--- src/rtl/pot_sweep_reader.sv ---
// Purpose : round-robin reader for six pots on an 8-channel 12-bit SPI A2D; each channel takes a command frame then a read frame.
// Latency : a result reaches its POT register one cycle after its read frame ends; a full sweep takes about 6*(2*(16*SCLK_DIV+SCLK_DIV/2)+2*GAP+1) clk cycles.
// Backpr. : none; the POT outputs are plain registers that consumers may read at any time, and each changes only in its own update cycle.
//
// Ports:
//   clk, rst        system clock, asynchronous active-high reset
//   en              sweep enable; sampled in IDLE and at the end of the post-update gap
//   MISO            serial data from the A2D
//   SS_n/SCLK/MOSI  SPI master outputs (SCLK idles high)
//   POT_*/VOLUME    12-bit results, one register per slot
//   sweep_done      one-cycle pulse when VOLUME has just been written
module pot_sweep_reader #(
  parameter int SCLK_DIV = 32,
  parameter int GAP      = 32
) (
  input  logic        clk,
  input  logic        rst,
  input  logic        en,
  input  logic        MISO,
  output logic        SS_n,
  output logic        SCLK,
  output logic        MOSI,
  output logic [11:0] POT_LP,
  output logic [11:0] POT_B1,
  output logic [11:0] POT_B2,
  output logic [11:0] POT_B3,
  output logic [11:0] POT_HP,
  output logic [11:0] VOLUME,
  output logic        sweep_done
);

  localparam int H       = SCLK_DIV / 2;
  localparam int CNT_MAX = (H > GAP) ? H : GAP;
  localparam int CW      = (CNT_MAX > 1) ? $clog2(CNT_MAX) : 1;

  typedef enum logic [2:0] {
    IDLE = 3'd0,
    CMD  = 3'd1,
    GAP1 = 3'd2,
    READ = 3'd3,
    UPD  = 3'd4,
    GAP2 = 3'd5
  } state_t;

  state_t      state, nxt_state;
  logic [CW-1:0] cnt, nxt_cnt;
  // Half-period index inside a frame: 0 is the initial high half after SS_n
  // falls; odd values are SCLK-low halves, even values >= 2 are SCLK-high
  // halves. Index 32 is the final high half, after which SS_n rises.
  logic [5:0]  hidx, nxt_hidx;
  logic [2:0]  slot;
  // Only the low 12 bits of the 16-bit frame are ever used, and after 16
  // shifts those are exactly the last 12 bits received.
  logic [11:0] shreg;

  logic        nxt_in_frame;
  logic        nxt_sclk;
  logic        nxt_mosi;
  logic        sample;
  logic [3:0]  nxt_bit;
  logic [15:0] cmd_word;
  logic [2:0]  slot_ch;

  // Slot order LP, B1, B2, B3, HP, VOLUME -> A2D channels 1, 0, 4, 2, 3, 7.
  always_comb begin
    slot_ch = 3'd1;
    case (slot)
      3'd0:    slot_ch = 3'd1;
      3'd1:    slot_ch = 3'd0;
      3'd2:    slot_ch = 3'd4;
      3'd3:    slot_ch = 3'd2;
      3'd4:    slot_ch = 3'd3;
      3'd5:    slot_ch = 3'd7;
      default: slot_ch = 3'd1;
    endcase
  end

  assign cmd_word = {2'b00, slot_ch, 11'h000};

  // Next-state logic. Every entry into a frame or gap restarts the counters.
  always_comb begin
    nxt_state = state;
    nxt_cnt   = cnt;
    nxt_hidx  = hidx;
    case (state)
      IDLE: begin
        if (en) begin
          nxt_state = CMD;
          nxt_cnt   = '0;
          nxt_hidx  = '0;
        end
      end
      CMD, READ: begin
        if (cnt == CW'(H - 1)) begin
          nxt_cnt = '0;
          if (hidx == 6'd32) begin
            nxt_hidx  = '0;
            nxt_state = (state == CMD) ? GAP1 : UPD;
          end else begin
            nxt_hidx = hidx + 6'd1;
          end
        end else begin
          nxt_cnt = cnt + CW'(1);
        end
      end
      GAP1: begin
        if (cnt == CW'(GAP - 1)) begin
          nxt_state = READ;
          nxt_cnt   = '0;
          nxt_hidx  = '0;
        end else begin
          nxt_cnt = cnt + CW'(1);
        end
      end
      UPD: begin
        nxt_state = GAP2;
        nxt_cnt   = '0;
      end
      GAP2: begin
        if (cnt == CW'(GAP - 1)) begin
          nxt_state = en ? CMD : IDLE;
          nxt_cnt   = '0;
          nxt_hidx  = '0;
        end else begin
          nxt_cnt = cnt + CW'(1);
        end
      end
      default: begin
        nxt_state = IDLE;
        nxt_cnt   = '0;
        nxt_hidx  = '0;
      end
    endcase
  end

  // SPI pins are registered from the next-state view so they change on the
  // same clk edge as the sequencer and never glitch.
  always_comb begin
    nxt_in_frame = (nxt_state == CMD) || (nxt_state == READ);
    nxt_sclk     = !(nxt_in_frame && nxt_hidx[0]);
    // Bit 15 is held through the first low half; each later falling edge
    // (odd hidx >= 3) moves on by one bit.
    nxt_bit      = (nxt_hidx == 6'd0) ? 4'd0 : 4'((nxt_hidx - 6'd1) >> 1);
    nxt_mosi     = nxt_in_frame ? cmd_word[4'd15 - nxt_bit] : 1'b0;
    // Sample on the edge that raises SCLK (start of an even half >= 2).
    sample       = nxt_in_frame && (nxt_cnt == '0) && !nxt_hidx[0] && (nxt_hidx != 6'd0);
  end

  always_ff @(posedge clk or posedge rst) begin
    if (rst) begin
      state      <= IDLE;
      cnt        <= '0;
      hidx       <= '0;
      slot       <= 3'd0;
      shreg      <= '0;
      SS_n       <= 1'b1;
      SCLK       <= 1'b1;
      MOSI       <= 1'b0;
      sweep_done <= 1'b0;
      POT_LP     <= 12'h000;
      POT_B1     <= 12'h000;
      POT_B2     <= 12'h000;
      POT_B3     <= 12'h000;
      POT_HP     <= 12'h000;
      VOLUME     <= 12'h000;
    end else begin
      state      <= nxt_state;
      cnt        <= nxt_cnt;
      hidx       <= nxt_hidx;
      SS_n       <= !nxt_in_frame;
      SCLK       <= nxt_sclk;
      MOSI       <= nxt_mosi;
      sweep_done <= (state == UPD) && (slot == 3'd5);
      if (sample) begin
        shreg <= {shreg[10:0], MISO};
      end
      if (state == UPD) begin
        case (slot)
          3'd0:    POT_LP <= shreg;
          3'd1:    POT_B1 <= shreg;
          3'd2:    POT_B2 <= shreg;
          3'd3:    POT_B3 <= shreg;
          3'd4:    POT_HP <= shreg;
          3'd5:    VOLUME <= shreg;
          default: POT_LP <= POT_LP;
        endcase
        slot <= (slot == 3'd5) ? 3'd0 : slot + 3'd1;
      end
    end
  end

endmodule
--- config.mk ---
export PLATFORM = sky130hd
export DESIGN_NAME = pot_sweep_reader
export DESIGN_NICKNAME = d
export VERILOG_FILES = /design/src/rtl/pot_sweep_reader.sv
export SDC_FILE = /design/constraint.sdc
export NUM_CORES = 1
export LEC_CHECK = 0
export ABC_AREA = 0
export BUFFER_PORTS_ARGS = -buffer_cell sky130_fd_sc_hd__clkbuf_2
export CORE_ASPECT_RATIO = 0.9
export CORE_MARGIN = 2
export CORE_UTILIZATION = 40
export CTS_CLUSTER_DIAMETER = 100
export DETAILED_ROUTE_END_ITERATION = 7
export SYNTH_ARGS = -nofsm -noshare
export SYNTH_HDL_FRONTEND = slang
export SYNTH_SLANG_ARGS = --single-unit
--- constraint.sdc ---
create_clock -name clk -period 3.6 [get_ports clk]
set_clock_uncertainty 0.1 [all_clocks]
set_input_delay 0.36 -clock clk [delete_from_list [all_inputs] [get_ports clk]]
set_output_delay 0.36 -clock clk [all_outputs]
set_load 0.01 [all_outputs]
======== Word level (Yosys, flattened, before mapping) ========
Cells that the tools add are included.
cells by class
  $add $sub $neg .......................... 5
  $lt $le $gt $ge ......................... 1
  equality and inequality tests ........... 15
  multiplexer cells ....................... 23
  reduce and logical (&&, ||, !) cells .... 22
operator list
  operator             count
  $pmux 3 s5           2
  $mux 6               4
  $pmux 6 s4           1
  $mux 3               7
  $eq 3x2->1 const B   5
  $mux 5               3
  $pmux 5 s3           1
  $eq 3x3->1 const B   4
  $reduce_and 2->1     6
  $eq 3x1->1 const B   3
  $add 6x1->6 const B  1
  $eq 6x6->1 const B   1
  $logic_not 3->1      2
  $logic_not 6->1      1
  $reduce_bool 6->1    1
  $add 5x1->5 const B  1
  $eq 5x4->1 const B   1
  $eq 5x5->1 const B   1
  $logic_and 1x1->1    5
  $logic_not 5->1      1
  $lt 4x5->1 const B   1
  $sub 5x1->5 const B  1
  $bmux 1 s4           1
  $mux 4               1
  6 further kinds      11
word-level totals
  bits in registers ....................... 105
  input bits .............................. 4
  logic and storage cells ................. 81

======== Longest topological paths before layout ========
  word-level depth ........................ 10
  mapped depth ............................ 15
  mapped depth without buffers ............ 14

======== Least setup slack after synthesis ========
Ideal clock, no wire load.
  kind .................................... flip-flop to flip-flop
  start point ............................. reg cnt[0]
  end point ............................... reg shreg[0]
  library setup time ...................... 0.125 ns
  arrival time ............................ 3.006 ns
  setup slack ............................. 0.368 ns
  stages on the path, launching flop included .. 13
  buffers on the path ..................... 2
  period minus slack after synthesis ...... 3.232 ns
  path through ............................ dfrtp_1 ha_1 and3_1 ha_1 buf_2 nor4b_2 or4_4 a21oi_1 o22ai_1 nor4b_4 nor4b_4 buf_6 mux2_4
RTL lines
  what                                      line          source
  start: declaration                        46            logic [CW-1:0] cnt, nxt_cnt;
  start signal: assignment                  168           cnt <= nxt_cnt;
  $eq 5x5->1 or $eq 5x4->1 (tied branches)  107, 120, 94
  $mux 6, on equally long branches          107, 120, 94
  $pmux 6 s4 *                              85            case (state)
  named net nxt_hidx[4]                     50            logic [5:0] hidx, nxt_hidx;
  $reduce_bool 6->1 *                       146           sample = nxt_in_frame && (nxt_cnt == '0) && !nxt_hidx[0] && (nxt_hidx != 6'd0);
  $logic_and 1x1->1 *                       146
  end signal: assignment                    175           shreg <= {shreg[10:0], MISO};
  end: declaration                          54            logic [11:0] shreg;
The timed path passes the listed nets; every way through them passes the cells marked *.
A chain may end at the register's enable or synchronous reset.

======== Final worst setup path ========
  start point ............................. reg cnt[0]
  end point ............................... reg shreg[10]
RTL lines
  what                                                       line
  $eq 5x5->1 or $eq 5x4->1 (tied branches)                   107, 120, 94
  $mux 6, on equally long branches                           107, 120, 94
  $pmux 6 s4 *                                               85
  named net nxt_hidx[0]                                      50
  branches (longest 2 deep; another with $reduce_bool 6->1)  n/a
  $logic_and 1x1->1 *                                        146
Mark *: on every way through the listed nets, which the timed path passes.

==> impl_results.md <==
* Most common cell after layout, fill and taps aside: sky130_fd_sc_hd__dfrtp_1
* Worst Path Max Fanout at 12
* Synthesized netlist cell count at 358
* Post-synthesis instance area at 4682 µm²
* Type of origin of the critical path: flop
* Routability-driven placement congestion ratio at 0.8646
* Max-cap violations at 0
* Via count of the first global-routing pass at 3,085
* Largest cells by area after synthesis: sky130_fd_sc_hd__dfrtp_1, sky130_fd_sc_hd__mux2_2, sky130_fd_sc_hd__mux2_4
* RSZ-0062 raised after global routing: no
* Detailed-route via count at 3,088
* Post-synth cell types at 49
* Routed wirelength normalized by instance count at 16.67 µm
* Overall fraction of global-route tracks in use at 17.09%
* Hold Buf Count CTS at 0
* Required time at the endpoint of the critical path at 3.73 ns
* Setup Crit Path Kind: reg2reg
* Filler cells at 1,053
* Static leakage at 2.940 nW
* Pin slew with the least headroom to its limit at 0.8425 ns
* Sum of net half-perimeters after detailed placement at 6.770 mm
* Clock network power share at 33.8%
* Number of I/O pins at 80
* TritonCTS clock tree: yes
* Drt first-iter violations at 230
* Number of antenna-violating nets in the routed design at 0
* Post-synthesis average cell area at 13.08 µm²
* Overall power consumption at 0.003094 W
* Result of the run: completed
* Register area share after synthesis at 56.17%
* Final Worst Setup Slack at 0.2341 ns
* Post-detailed-routing wire length at 10.03 mm
* Tightest slew margin relative to the limit at 43.83%
* Final critical-path share of the clock period at 93.50%
* Wire length of the first global-routing pass at 16.55 mm
* Prevailing post-synth register cell: sky130_fd_sc_hd__dfrtp_1
* Element type at the critical path end: flop
* Maximum level of the CTS H-tree at 3
* Initial cell density of the core at 40.95%
* Placeable core region at 11,430 µm²
* Flop and latch count out of synthesis at 105
* Internal at 0.002193 W
* Net Switching at 0.0009013 W
* Pre-CTS WS at 0.08747 ns
* Layout Area Growth over Synthesis at 19.99%
* Num Clock Sinks at 105
* Worst hold margin at 0.07243 ns
* Post-synth EDFFs at 0
* Post-synthesis cell type with the largest combined area: sky130_fd_sc_hd__dfrtp_1
* Die width at 118.0 µm
* Design Area, Final at 5618 µm²
* Number of antenna violations at the first check in global routing at 0
* Share of flip-flops with an asynchronous set or reset at 100.0%
* Number of rows created at floorplan at 37
* Minimum clock period at 3.366 ns
* Number of pins with negative max-slew slack in the final report at 0
* Antenna Diode Count at 0
* CTS root buffer: sky130_fd_sc_hd__clkbuf_16
* Cell area reported after detailed placement at 5269 µm²
* Ratio of total power to cell area at 550.7 nW/µm²
* Insertion delay to the later sink of the worst-skew pair at 0.35 ns
* Count of yosys warnings during synthesis at 0
* Total global routing overflow at 0
* Number of buffers inserted during clock tree synthesis at 9
* Min-Delay Path Class: in2async
* Nets@finish at 453
* Die Ht at 106.6 µm
* Fraction of power consumed by combinational cells at 19.8%
* Pin count of the biggest net entering global routing at 69
* Deepest clock path buffer count at 2
* Share of power burned in registers at 46.3%
* Number of endpoints with negative hold slack in the final report at 0
* CTS clock-pin slew for the worst setup and hold paths at 0.07 ns
* Top library cells by usage in the layout, fill and taps aside: sky130_fd_sc_hd__dfrtp_1, sky130_fd_sc_hd__clkbuf_2, sky130_fd_sc_hd__mux2_2
* Post-Synthesis Net Count at 370
* Sum of negative setup slack at 0 ns
* Peak supply drop at 0.0002907 V
* Detailed Routing Iterations Pass 1 at 4
* Fraction of synthesized cell area taken by the top area cell type at 55.05%
* Overall die area at 12,590 µm²
* Switching share of power at 29.13%
* F_max at 0.2971 GHz
* Proportion of layout cells with a drive suffix above 1 at 45.52%
* Final setup viols at 0
* Number of buffer cells added on primary ports at 79
* Vias per cell at 5.130
* DRC at 0
* Arrival time of data at the critical path endpoint at 3.50 ns
==> routing by layer <==
layer / up-vias / global-route usage, % / share of wire (%) / wire, µm
met2: 77 / 26.16 / 47 / 4680
met1: 1558 / 23.49 / 47 / 4738
met3: 13 / 4.628 / 4.3 / 431
met4: 0 / 6.110 / 1.8 / 182
met5: - / 0 / 0 / 0
li1: 1440 / - / - / -
==> registers in the layout (all words and copies together) (netlist names) <==
| name | cells |
|---|---|
| MOSI | 1 |
| POT_B1 | 12 |
| POT_B2 | 12 |
| POT_B3 | 12 |
| POT_HP | 12 |
| POT_LP | 12 |
| SCLK | 1 |
| SS_n | 1 |
| VOLUME | 12 |
| cnt | 5 |
| hidx | 6 |
| shreg | 12 |
| slot | 3 |
| state | 3 |
| sweep_done | 1 |
==> stage by stage <==
| stage | instances | util (%) |
|---|---|---|
| after floorplan | 358 | - |
| after global placement | 585 | 46.08 |
| after detailed placement | 585 | 46.08 |
| after CTS | 601 | 48.89 |
| after global routing | 602 | 49.13 |
| final | 602 | 49.13 |
==> power groups by stage <==
| stage | clock network [W] | registers (W) | logic, W |
|---|---|---|---|
| detailed placement | 0 | 0.00146 | 0.000594 |
| global placement | 0 | 0.00145 | 0.000585 |
| CTS | 0.00108 | 0.00143 | 0.000603 |
| finish | 0.00105 | 0.00143 | 0.000613 |
| floorplan | 0 | 0.00139 | 0.000481 |
| global route | 0.00113 | 0.00146 | 0.000690 |
==> cells by family (layout without fill, tap and decap cells) <==
logic type | count (synthesis) | after routing | synth area share [%]
AO/OA/AOI/OAI | 43 | 43 | 6.093
XOR/XNOR | 5 | 5 | 0.9355
adder cells (fa/ha/maj) | 8 | 8 | 2.138
buffers and inverters | 31 | 119 | 2.886
flip-flops | 105 | 105 | 56.17
multiplexers | 86 | 86 | 21.43
AND/OR/NAND/NOR | 80 | 80 | 10.34
==> cell type report <==
class                           count  area (µm²)  area share (%)
Timing Repair Buffer               88       475.5           8.463
Inverter                           15       58.81           1.047
Multi-Input combinational cell    222        1936           34.45
Tap cell                          156       195.2           3.474
Clock inverter                      6       92.59           1.648
Sequential cell                   105        2631           46.84
Clock buffer                       10       229.0           4.076
==> final timing paths <==
check | startpoint | end | slack (ns) | cells after the start
max in group asynchronous | rst | slot[0]$_DFFE_PP0P_ | 2.52 | 3
worst max register to register | cnt[0]$_DFF_PP0_ | shreg[10]$_DFFE_PP0P_ | 0.23 | 14
worst max-delay path | cnt[0]$_DFF_PP0_ | shreg[10]$_DFFE_PP0P_ | 0.23 | 14
worst min-delay path | rst | cnt[4]$_DFF_PP0_ | 0.07 | 2
min in group clk | MISO | shreg[0]$_DFFE_PP0P_ | 0.14 | 2
worst min register to register | POT_B2[0]$_DFFE_PP0P_ | POT_B2[0]$_DFFE_PP0P_ | 0.41 | 1
==> worst max-delay path, stage by stage, from the launching register on <==
cell and delay (ns):
sky130_fd_sc_hd__dfrtp_1 0.43, sky130_fd_sc_hd__ha_2 0.23, sky130_fd_sc_hd__and3_2 0.25, sky130_fd_sc_hd__ha_2 0.20
sky130_fd_sc_hd__a21oi_1 0.14, sky130_fd_sc_hd__a21oi_1 0.08, sky130_fd_sc_hd__a21oi_1 0.32, sky130_fd_sc_hd__a21o_1 0.23
sky130_fd_sc_hd__inv_1 0.05, sky130_fd_sc_hd__ha_1 0.24, sky130_fd_sc_hd__nand3_2 0.11, sky130_fd_sc_hd__nor4b_4 0.06
sky130_fd_sc_hd__nor4b_4 0.27, sky130_fd_sc_hd__buf_12 0.19, sky130_fd_sc_hd__mux2_2 0.34
==> cell usage after synthesis (all sizes together) (3+ instances only) <==
cell	count
nand3	6
xor2	3
dfrtp	103
a31oi	3
buf	8
a21o	4
nor4b	4
nand4	3
nand2	21
nand2b	4
o21ai	13
and3	5
nor3	3
mux2	84
nor2b	5
ha	8
nor3b	4
a21oi	11
clkbuf	8
nor2	14
or4	4
inv	15
==> repair_timing <==
action                                  CTS  global route
resized for setup                         0             6
setup buffers                             0             1
endpoints found under the setup margin    0            13
Power figures use the tool's default switching activity.
